[config.mk]
export PLATFORM = sky130hd
export DESIGN_NAME = cpu_axi_bridge
export DESIGN_NICKNAME = d
export VERILOG_FILES = /design/src/rtl/cpu_axi_pkg.sv /design/src/rtl/cpu_axi_bridge.sv
export SDC_FILE = /design/constraint.sdc
export NUM_CORES = 1
export LEC_CHECK = 0
export CAP_MARGIN = 0
export CORE_UTILIZATION = 40
export CTS_CLUSTER_DIAMETER = 80
export CTS_CLUSTER_SIZE = 28
export DETAILED_ROUTE_END_ITERATION = 10
export PLACE_DENSITY = 0.86
export REMOVE_ABC_BUFFERS = 1
export SKIP_LAST_GASP = 1
export SLEW_MARGIN = 15
export SYNTH_ARGS = -nofsm -noshare
export SYNTH_HDL_FRONTEND = slang
export SYNTH_SLANG_ARGS = --single-unit
export TNS_END_PERCENT = 1
[constraint.sdc]
create_clock -name clk -period 2 [get_ports clk]
set_input_delay 0.4 -clock clk [delete_from_list [all_inputs] [get_ports clk]]
set_output_delay 0.4 -clock clk [all_outputs]
set_load 0.03 [all_outputs]
[src/rtl/cpu_axi_pkg.sv]
// Shared definitions for the CPU-to-AXI3 bridge: FSM state encoding and the
// fixed AXI sideband values the SoC wrapper ties off.
package cpu_axi_pkg;

  typedef enum logic [2:0] {
    S_IDLE = 3'd0,
    S_AR   = 3'd1,
    S_R    = 3'd2,
    S_AW_W = 3'd3,
    S_B    = 3'd4,
    S_DONE = 3'd5
  } state_t;

  // Single-beat, incrementing, non-exclusive, unprotected, ID 0.
  localparam logic [3:0] AXI_LEN   = 4'd0;
  localparam logic [1:0] AXI_BURST = 2'b01;
  localparam logic [1:0] AXI_LOCK  = 2'b00;
  localparam logic [3:0] AXI_CACHE = 4'b0000;
  localparam logic [2:0] AXI_PROT  = 3'b000;
  localparam logic [3:0] AXI_ID    = 4'd0;

  function automatic logic [2:0] axi_size(input logic [1:0] size);
    return {1'b0, size};
  endfunction

endpackage

[src/rtl/cpu_axi_bridge.sv]
// Bridges the core's sram-like request port to a 32-bit AXI3 slave, one
// transaction at a time. Request fields are latched on acceptance.
//
// Handshakes: the core's request is taken on a cycle where req && addr_ok;
// every AXI channel transfers on a cycle where its valid && ready are both
// high, and a raised valid is held with stable payload until that cycle.
module cpu_axi_bridge
  import cpu_axi_pkg::*;
#(
  parameter int ADDR_WIDTH = 32
) (
  input  logic                  clk,
  input  logic                  resetn,
  input  logic                  req,
  input  logic                  wr,
  input  logic [1:0]            size,
  input  logic [ADDR_WIDTH-1:0] addr,
  input  logic [3:0]            wstrb,
  input  logic [31:0]           wdata,
  output logic                  addr_ok,
  output logic                  data_ok,
  output logic [31:0]           rdata,
  output logic [ADDR_WIDTH-1:0] araddr,
  output logic [2:0]            arsize,
  output logic                  arvalid,
  input  logic                  arready,
  input  logic [31:0]           r_data,
  input  logic                  rvalid,
  output logic                  rready,
  output logic [ADDR_WIDTH-1:0] awaddr,
  output logic [2:0]            awsize,
  output logic                  awvalid,
  input  logic                  awready,
  output logic [31:0]           w_data,
  output logic [3:0]            w_strb,
  output logic                  wvalid,
  input  logic                  wready,
  input  logic                  bvalid,
  output logic                  bready,
  output state_t                dbg_state
);

  state_t                state;
  logic [ADDR_WIDTH-1:0] addr_q;
  logic [1:0]            size_q;
  logic [3:0]            wstrb_q;
  logic [31:0]           wdata_q;
  logic                  aw_done;
  logic                  w_done;
  logic                  aw_hs;
  logic                  w_hs;

  assign aw_hs     = awvalid && awready;
  assign w_hs      = wvalid && wready;
  assign addr_ok   = (state == S_IDLE);
  assign dbg_state = state;

  assign araddr = addr_q;
  assign awaddr = addr_q;
  assign arsize = axi_size(size_q);
  assign awsize = axi_size(size_q);
  assign w_data = wdata_q;
  assign w_strb = wstrb_q;

  always_ff @(posedge clk or negedge resetn) begin
    if (!resetn) begin
      state   <= S_IDLE;
      addr_q  <= '0;
      size_q  <= '0;
      wstrb_q <= '0;
      wdata_q <= '0;
      aw_done <= 1'b0;
      w_done  <= 1'b0;
      arvalid <= 1'b0;
      rready  <= 1'b0;
      awvalid <= 1'b0;
      wvalid  <= 1'b0;
      bready  <= 1'b0;
      data_ok <= 1'b0;
      rdata   <= '0;
    end else begin
      data_ok <= 1'b0;
      case (state)
        S_IDLE: begin
          if (req) begin
            addr_q  <= addr;
            size_q  <= size;
            wstrb_q <= wstrb;
            wdata_q <= wdata;
            if (wr) begin
              awvalid <= 1'b1;
              wvalid  <= 1'b1;
              aw_done <= 1'b0;
              w_done  <= 1'b0;
              state   <= S_AW_W;
            end else begin
              arvalid <= 1'b1;
              state   <= S_AR;
            end
          end
        end
        S_AR: begin
          if (arready) begin
            arvalid <= 1'b0;
            rready  <= 1'b1;
            state   <= S_R;
          end
        end
        S_R: begin
          if (rvalid) begin
            rdata   <= r_data;
            rready  <= 1'b0;
            data_ok <= 1'b1;
            state   <= S_DONE;
          end
        end
        S_AW_W: begin
          if (aw_hs) begin
            awvalid <= 1'b0;
            aw_done <= 1'b1;
          end
          if (w_hs) begin
            wvalid <= 1'b0;
            w_done <= 1'b1;
          end
          // Either channel may finish first, or both in the same cycle.
          if ((aw_done || aw_hs) && (w_done || w_hs)) begin
            bready <= 1'b1;
            state  <= S_B;
          end
        end
        S_B: begin
          if (bvalid) begin
            bready  <= 1'b0;
            data_ok <= 1'b1;
            state   <= S_DONE;
          end
        end
        S_DONE:  state <= S_IDLE;
        default: state <= S_IDLE;
      endcase
    end
  end

endmodule
# After elaboration in Yosys (flattened, before gate mapping)
# Cells that the tools add are included.
[classes]
n_eq_ne = 13
muxes = 32
reduce_logical = 18
[ops]
columns = ["cell", "n"]
rows = [
  ["2-bit inequality test (second input constant)", 9],
  ["1-bit two-way mux", 17],
  ["1-bit case mux with 2 select lines", 8],
  ["3-bit two-way mux", 5],
  ["3-bit case mux with 5 select lines", 1],
  ["4-bit AND reduction", 3],
  ["2-bit nonzero test", 4],
  ["3-bit by 2-bit == test with 1-bit output (second input constant)", 2],
  ["3-bit AND reduction", 2],
  ["5-bit AND reduction", 1],
  ["2-bit AND reduction", 2],
  ["3-bit by 1-bit == test with 1-bit output (second input constant)", 1],
  ["3-bit == test (second input constant)", 1],
  ["1-bit logical AND", 3],
  ["3-bit zero test", 1],
  ["1-bit logical OR", 2],
  ["2-bit two-way mux", 1],
]
[totals]
ff_bits = 113
out_inout_bits = 148
word_cells = 77

# Depth between registers and ports, before layout
# Gate-level depths: netlist (run 1).
[logic_depth]
ltp_word = 5
ltp_mapped = 5

# Worst setup path before layout (run 1)
# OpenSTA, ideal clock, no wires.
[synth_timing]
path_type = "register to output"
start = "register state[0] (netlist: dbg_state[0])"
end = "output addr_ok"
arrival_time_ps = 1448
required_time_ps = 1600
setup_slack_ps = 152
path_stages_with_launch = 3
n_path_buf = 1
cell_sequence = "dfrtp_1 -> buf_2 -> nor3_1"
[synth_via]
elab_chain_cells = 1
[synth_lines]
columns = ["element", "line", "source"]
rows = [
  ["start: declaration", "cpu_axi_bridge.sv:43", "state_t state;"],
  ["start signal: assignment", "cpu_axi_bridge.sv:67", "state <= S_IDLE;"],
  ["start signal: assignment", "cpu_axi_bridge.sv:95", "state <= S_AW_W;"],
  ["start signal: assignment", "cpu_axi_bridge.sv:98", "state <= S_AR;"],
  ["3-bit zero test", "cpu_axi_bridge.sv:55", "assign addr_ok = (state == S_IDLE);"],
  ["end: declaration", "cpu_axi_bridge.sv:20", "output logic addr_ok,"],
]
# Every way passes these cells.

# Worst setup path after layout (run 1)
[layout_timing]
start = "register state[1] (netlist: dbg_state[1])"
end = "output dbg_state[1]"
[layout_rtl]
columns = ["element", "line", "source"]
rows = [
  ["end: declaration", "cpu_axi_bridge.sv:40", "output state_t dbg_state"],
]
# No word-level cell between the ends.

==> results of run 1 <==
==> cells by family after synthesis <==
family	Yosys count
other cells	1
compound gates	20
simple gates	22
buf+inv	53
mux	103
flops	113
==> layout by cell type (no fill, tap or decap), types with 2 or more instances in the layout <==
cell type | Yosys | final
a21oi_1 | 8 | 8
a31oi_1 | 3 | 3
buf_12 | 6 | 5
buf_4 | 36 | 15
bufinv_16 | 0 | 2
clkbuf_1 | 1 | 2
clkbuf_16 | 0 | 17
clkdlybuf4s50_1 | 0 | 253
clkinv_2 | 0 | 8
conb_1 | 1 | 2
dfrtp_1 | 113 | 113
inv_1 | 2 | 2
mux2_1 | 7 | 7
mux2_2 | 8 | 8
mux2_4 | 88 | 88
nand2_1 | 8 | 8
nand3b_1 | 3 | 3
nor2_1 | 5 | 5
o2bb2ai_1 | 3 | 3
==> final cells by class <==
cell class                 count  share of cell area (%)
sequential                   113                    34.7
timing repair buffer         276                    34.1
multi-input combinational    147                    21.6
clock buffer                  20                    5.49
tap                          168                    2.58
clock inverter                12                    1.43
inverter                       2                  0.0922
==> timing repair <==
action / CTS / global route
endpoints found under the hold margin: 26 / 0
setup endpoints to repair: 4 / 4
hold buffers: 1 / 0
resized for setup: 1 / 1
==> per-layer routing <==
layer	vias up	wire, um	part of all wire (%)	track usage (%)
met5	-	0	0	0
met4	0	250	1.9	8.31
met3	22	999	7.7	7.36
met2	172	6950	53	36.6
met1	1733	4830	37	21.7
li1	1542	-	-	-
==> power groups by stage <==
stage,sequential (mW),combinational (mW),clock (mW)
after CTS,4.35,9.31,2.92
after global routing,4.48,9.60,3.03
after floorplan,7.21,2.33,0
final,4.34,9.23,2.87
after global placement,4.29,9.10,0
after detailed placement,4.34,9.27,0
==> per-stage QoR <==
step                      power, mW  hold slack, ps  instances
final                          16.4             476        738
after global routing           17.1             508        738
after CTS                      16.6             454        738
after detailed placement       13.6             340        705
after global placement         13.4             333        705
after floorplan                9.54             104        262
==> flip-flops by register name, indices dropped and copies added (netlist names) <==
register   count
size_q         2
w_strb         4
arvalid        1
dbg_state      3
rready         1
awvalid        1
wvalid         1
data_ok        1
aw_done        1
w_done         1
w_data        32
rdata         32
bready         1
araddr        32
==> how the worst max path moves through the flow <==
stage	start	end	slack, ps	cells after the start
after global placement	req	araddr[25]	20	5
after global routing	dbg_state[2]	dbg_state[2]	-120	1
after floorplan	dbg_state[1]	araddr[24]	-5440	2
after detailed placement	req	araddr[17]	-30	5
after CTS	dbg_state[0]	dbg_state[0]	-140	2
final	dbg_state[1]	dbg_state[1]	-80	1
==> metrics.cfg, run 1 <==
[clock_tree]
tritoncts = built
path_clk_slew_ps = 50
htreeDepth = 4
cts_max_path_buffers = 2
worstSkewPairLatency_ps = 400
post_cts_buffers = 0
cts.sinks = 113
root_buffer = clkbuf_16
cts_made_buffers = 17

[placement]
place_congestion = 0.781
io_buffers = 256
hpwl_mm = 9.85
placed_area_sq_um = 7570
place_ws_ps = -25.1

[setup_path]
crit_chain = clkdlybuf4s50_1
critPathCaptureType = output pin
worst_r2r_endpoint = w_data[18]
rrSetupSlack_ps = 190
crit_family = buffers and inverters
critPathSlowestCell = clkdlybuf4s50_1
cp_max_fo = 9
arrival_ps = 1680
crit_type = flop to output pin
worstPathRequired_ps = 1600
worst-path-buf-inv = 1
rr_worst_depth = 5
cp_slowest_stage_delay_ps = 740
r2r_start = dbg_state[0]
startpoint_type = flop

[global_route]
grt_first_pass_wirelength_mm = 19.8
grt-ovfl-total = 0
grt_max_degree = 62
grt_util_all_layers_pct = 20.4
antenna_found_initial = 0
grt_pass1_vias = 3728

[logic_synthesis]
synth.area.top_cells = dfrtp_1 56%, mux2_4 26%, buf_4 5.4%
synth_enable_flop_cells = 0
ys_seq_elements = 113
avgSynthCellArea_sq_um = 16.2
syn_area_sq_um = 5050
yosysTopAreaCellShare_pct = 56.0
synth_cell_types = 30
async_flop_share_pct = 100
yosys-top-cells-count = 113 x dfrtp_1, 88 x mux2_4, 36 x buf_4
synthMuxAreaShare_pct = 29.5
synthXorXnorAreaFrac_pct = 0
synth_adder_area_share_pct = 0
yosysMostFrequentCell = dfrtp_1
synthSimpleGateAreaFrac_pct = 2.43
synthFlopType = dfrtp_1
synth_top_family_by_area = multiplexers
synth_compound_area_share_pct = 2.55
yosysSeqAreaShare_pct = 56.0
netlist_instances = 312
yosys_warnings = 0
synth_top_area_cell = dfrtp_1

[power]
powerDensity_nw_per_um2 = 2020
switching_share_pct = 40.0
pwr-share-seq_pct = 26.4
p_switching_mw = 6.57
power_frac_clock_pct = 17.5
p_comb_share_pct = 56.2
ir_drop_mv = 1.05
internal-power_mw = 9.86
leakage_nw = 3.53

[drt]
viasPerCell = 4.70
drtIter0Drc = 86
firstDrtPassIters = 4
dr_total_vias = 3469
routed_wl_mm = 13.0
drc = 0
drtAntennaViolNets = 0
detail_route.wl_per_cell_um = 17.7

[final_layout]
n_antenna_cell = 0
drive_gt1_share_pct = 26.0
nets = 668
regArea_sq_um = 2830
area_delta_synth_final_pct = 61.2
fin_area_sq_um = 8140
fillerInstances = 821
final_core_util_pct = 67.0
multi_input_area_sq_um = 1760

[outcome]
violations = negative setup slack
status = complete, but fails checks

[sta]
fin_crit_ps = 2080
layout_worst_path_cycle_share_pct = 104
setup_ws_ps = -81.6
skew_ps = 4.43
rsz0062_at_grt = yes
hold_viol = 0
setup_violations = 2
slew_violations = 0
tns_ps = -114
fmax_mhz = 480

[floorplanning]
coreArea_sq_um = 12200
fp.dieH_um = 114
pin_count = 259
initial_core_util_pct = 41.5
die_area_sq_um = 13100
num_rows = 40
dieWidth_um = 114

[run]
drv_cap = 0

[hold_path]
hold_path.class = input pin to asynchronous set/reset pin

Power figures use the tool's default switching activity.
==> inputs of run 2 (changes only) <==
Settings changed: CTS_CLUSTER_SIZE 28 to default.
==> results of run 2 <==
No change in the layout: final DEF, timing and power equal those of run 1.
==> inputs of run 3 (changes only) <==
Settings changed: CTS_BUF_LIST from default to sky130_fd_sc_hd__clkbuf_16.
==> metrics.cfg, run 3 (synthesized netlist as in run 1, its figures left out) <==
[drt]
routed_wl_mm = 13.1  ; +0.70%
dr_total_vias = 3460  ; -0.26%
firstDrtPassIters = 4  ; unchanged
viasPerCell = 4.69  ; -0.26%
drtIter0Drc = 110  ; +28%
drtAntennaViolNets = 0  ; unchanged
detail_route.wl_per_cell_um = 17.8  ; +0.70%
drc = 0  ; unchanged

[placement]
io_buffers = 256  ; unchanged
place_congestion = 0.781  ; unchanged
hpwl_mm = 9.85  ; unchanged

[clock_tree]
cts_max_path_buffers = 2  ; unchanged
worstSkewPairLatency_ps = 400  ; about the same
cts_made_buffers = 17  ; unchanged
htreeDepth = 4  ; unchanged
cts.sinks = 113  ; unchanged
path_clk_slew_ps = 50  ; about the same
root_buffer = clkbuf_16
tritoncts = built

[sta]
fmax_mhz = 478  ; -0.57%
fin_crit_ps = 2090  ; +11.9 ps
layout_worst_path_cycle_share_pct = 105  ; +0.59 points
hold_viol = 0  ; unchanged
skew_ps = 4.61  ; +0.180 ps
setup_ws_ps = -93.5  ; -11.9 ps
rsz0062_at_grt = yes
setup_violations = 2  ; unchanged
slew_violations = 0  ; unchanged

[final_layout]
final_common_cell = clkdlybuf4s50_1
final_cell_mix = 253 x clkdlybuf4s50_1, 113 x dfrtp_1, 88 x mux2_4
n_antenna_cell = 0  ; unchanged
nets = 668  ; unchanged
area_delta_synth_final_pct = 61.1
fillerInstances = 828  ; +0.85%
drive_gt1_share_pct = 25.8  ; -0.18 points
final_core_util_pct = 66.9  ; -0.082 points

[power]
leakage_nw = 3.54  ; about the same
powerDensity_nw_per_um2 = 2020  ; -0.16%
total_power_mw = 16.4  ; -0.29%
ir_drop_mv = 1.04  ; -0.24%

[floorplanning]
dieWidth_um = 114  ; unchanged
fp.dieH_um = 114  ; unchanged
die_area_sq_um = 13100  ; unchanged
coreArea_sq_um = 12200  ; unchanged
num_rows = 40  ; unchanged
pin_count = 259  ; unchanged
initial_core_util_pct = 41.5  ; unchanged

[setup_path]
crit_type = flop to output pin
critPathSlowestCell = clkdlybuf4s50_1
arrival_ps = 1690  ; about the same
cp_slowest_stage_delay_ps = 740  ; about the same
worstPathRequired_ps = 1600  ; about the same
worst-path-buf-inv = 1  ; unchanged
cp_max_fo = 9  ; unchanged
startpoint_type = flop
crit_family = buffers and inverters
critPathCaptureType = output pin
crit_chain = clkdlybuf4s50_1

[global_route]
antenna_found_initial = 0  ; unchanged
grt_util_all_layers_pct = 20.5  ; +0.10 points
grt_max_degree = 62  ; unchanged
grt-ovfl-total = 0  ; unchanged
grt_first_pass_wirelength_mm = 19.9  ; +0.52%
grt_pass1_vias = 3735  ; +0.19%

[run]
drv_cap = 0  ; unchanged

[outcome]
violations = negative setup slack
status = complete, but fails checks

[hold_path]
hold_path.class = input pin to asynchronous set/reset pin

run 3: final timing paths:
kind | start | end | slack [ps] | depth (start not counted)
max | dbg_state[1] | dbg_state[1] | -90 | 1
min | resetn | w_data[24] | 480 | 2
max reg2reg | dbg_state[0] | w_data[18] | 180 | 5
min reg2reg | rdata[25] | rdata[25] | 510 | 1
max in group asynchronous | resetn | awvalid | 830 | 3
min in group clk | rdata[25] | rdata[25] | 510 | 1
run 3: cell type report:
cell class	count	area, sq um	area share (%)
flip-flops and latches	113	2830	34.8
repair buffers	276	2780	34.1
multi-input cells	147	1760	21.6
clock buffers	17	425	5.23
well taps	168	210	2.58
clock inverters	15	128	1.57
inverters	2	7.51	0.0923
run 3: power by group:
part	internal [mW]	total [mW]	switching (mW)	leakage (nW)
clock	1.80	2.82	1.02	0.286
sequential	3.47	4.34	0.871	1.34
combinational	4.55	9.23	4.68	1.91
total	9.82	16.4	6.58	3.54
run 3: per-stage QoR:
| step | TNS [ps] | setup WS, ps | hold WS [ps] | std cells | area, sq um |
|---|---|---|---|---|---|
| final | -144 | -93.5 | 477 | 738 | 8130 |
| after global routing | -287 | -122 | 508 | 738 | 8130 |
| after CTS | -295 | -143 | 454 | 738 | 8130 |
| after detailed placement | -116 | -25.1 | 340 | 705 | 7570 |
| after global placement | 0 | 24.9 | 333 | 705 | 7570 |
| after floorplan | -411970 | -5440 | 104 | 262 | 4580 |
run 3: per-layer routing:
metal	part of all wire [%]	vias up	routed length, um	GRT usage, %
li1	-	1541	-	-
met1	37	1722	4860	21.7
met2	53	173	6980	36.9
met3	7.7	24	1010	7.36
met4	2.0	0	268	8.31
met5	0	-	0	0
run 3: repair_timing:
| item | 4_1_cts | 5_1_grt |
|---|---|---|
| hold buffers | 1 | 0 |
| buffers inserted | 0 | 0 |
| endpoints found under the setup margin | 4 | 4 |
| resized for setup | 1 | 1 |
| endpoints found under the hold margin | 26 | 0 |
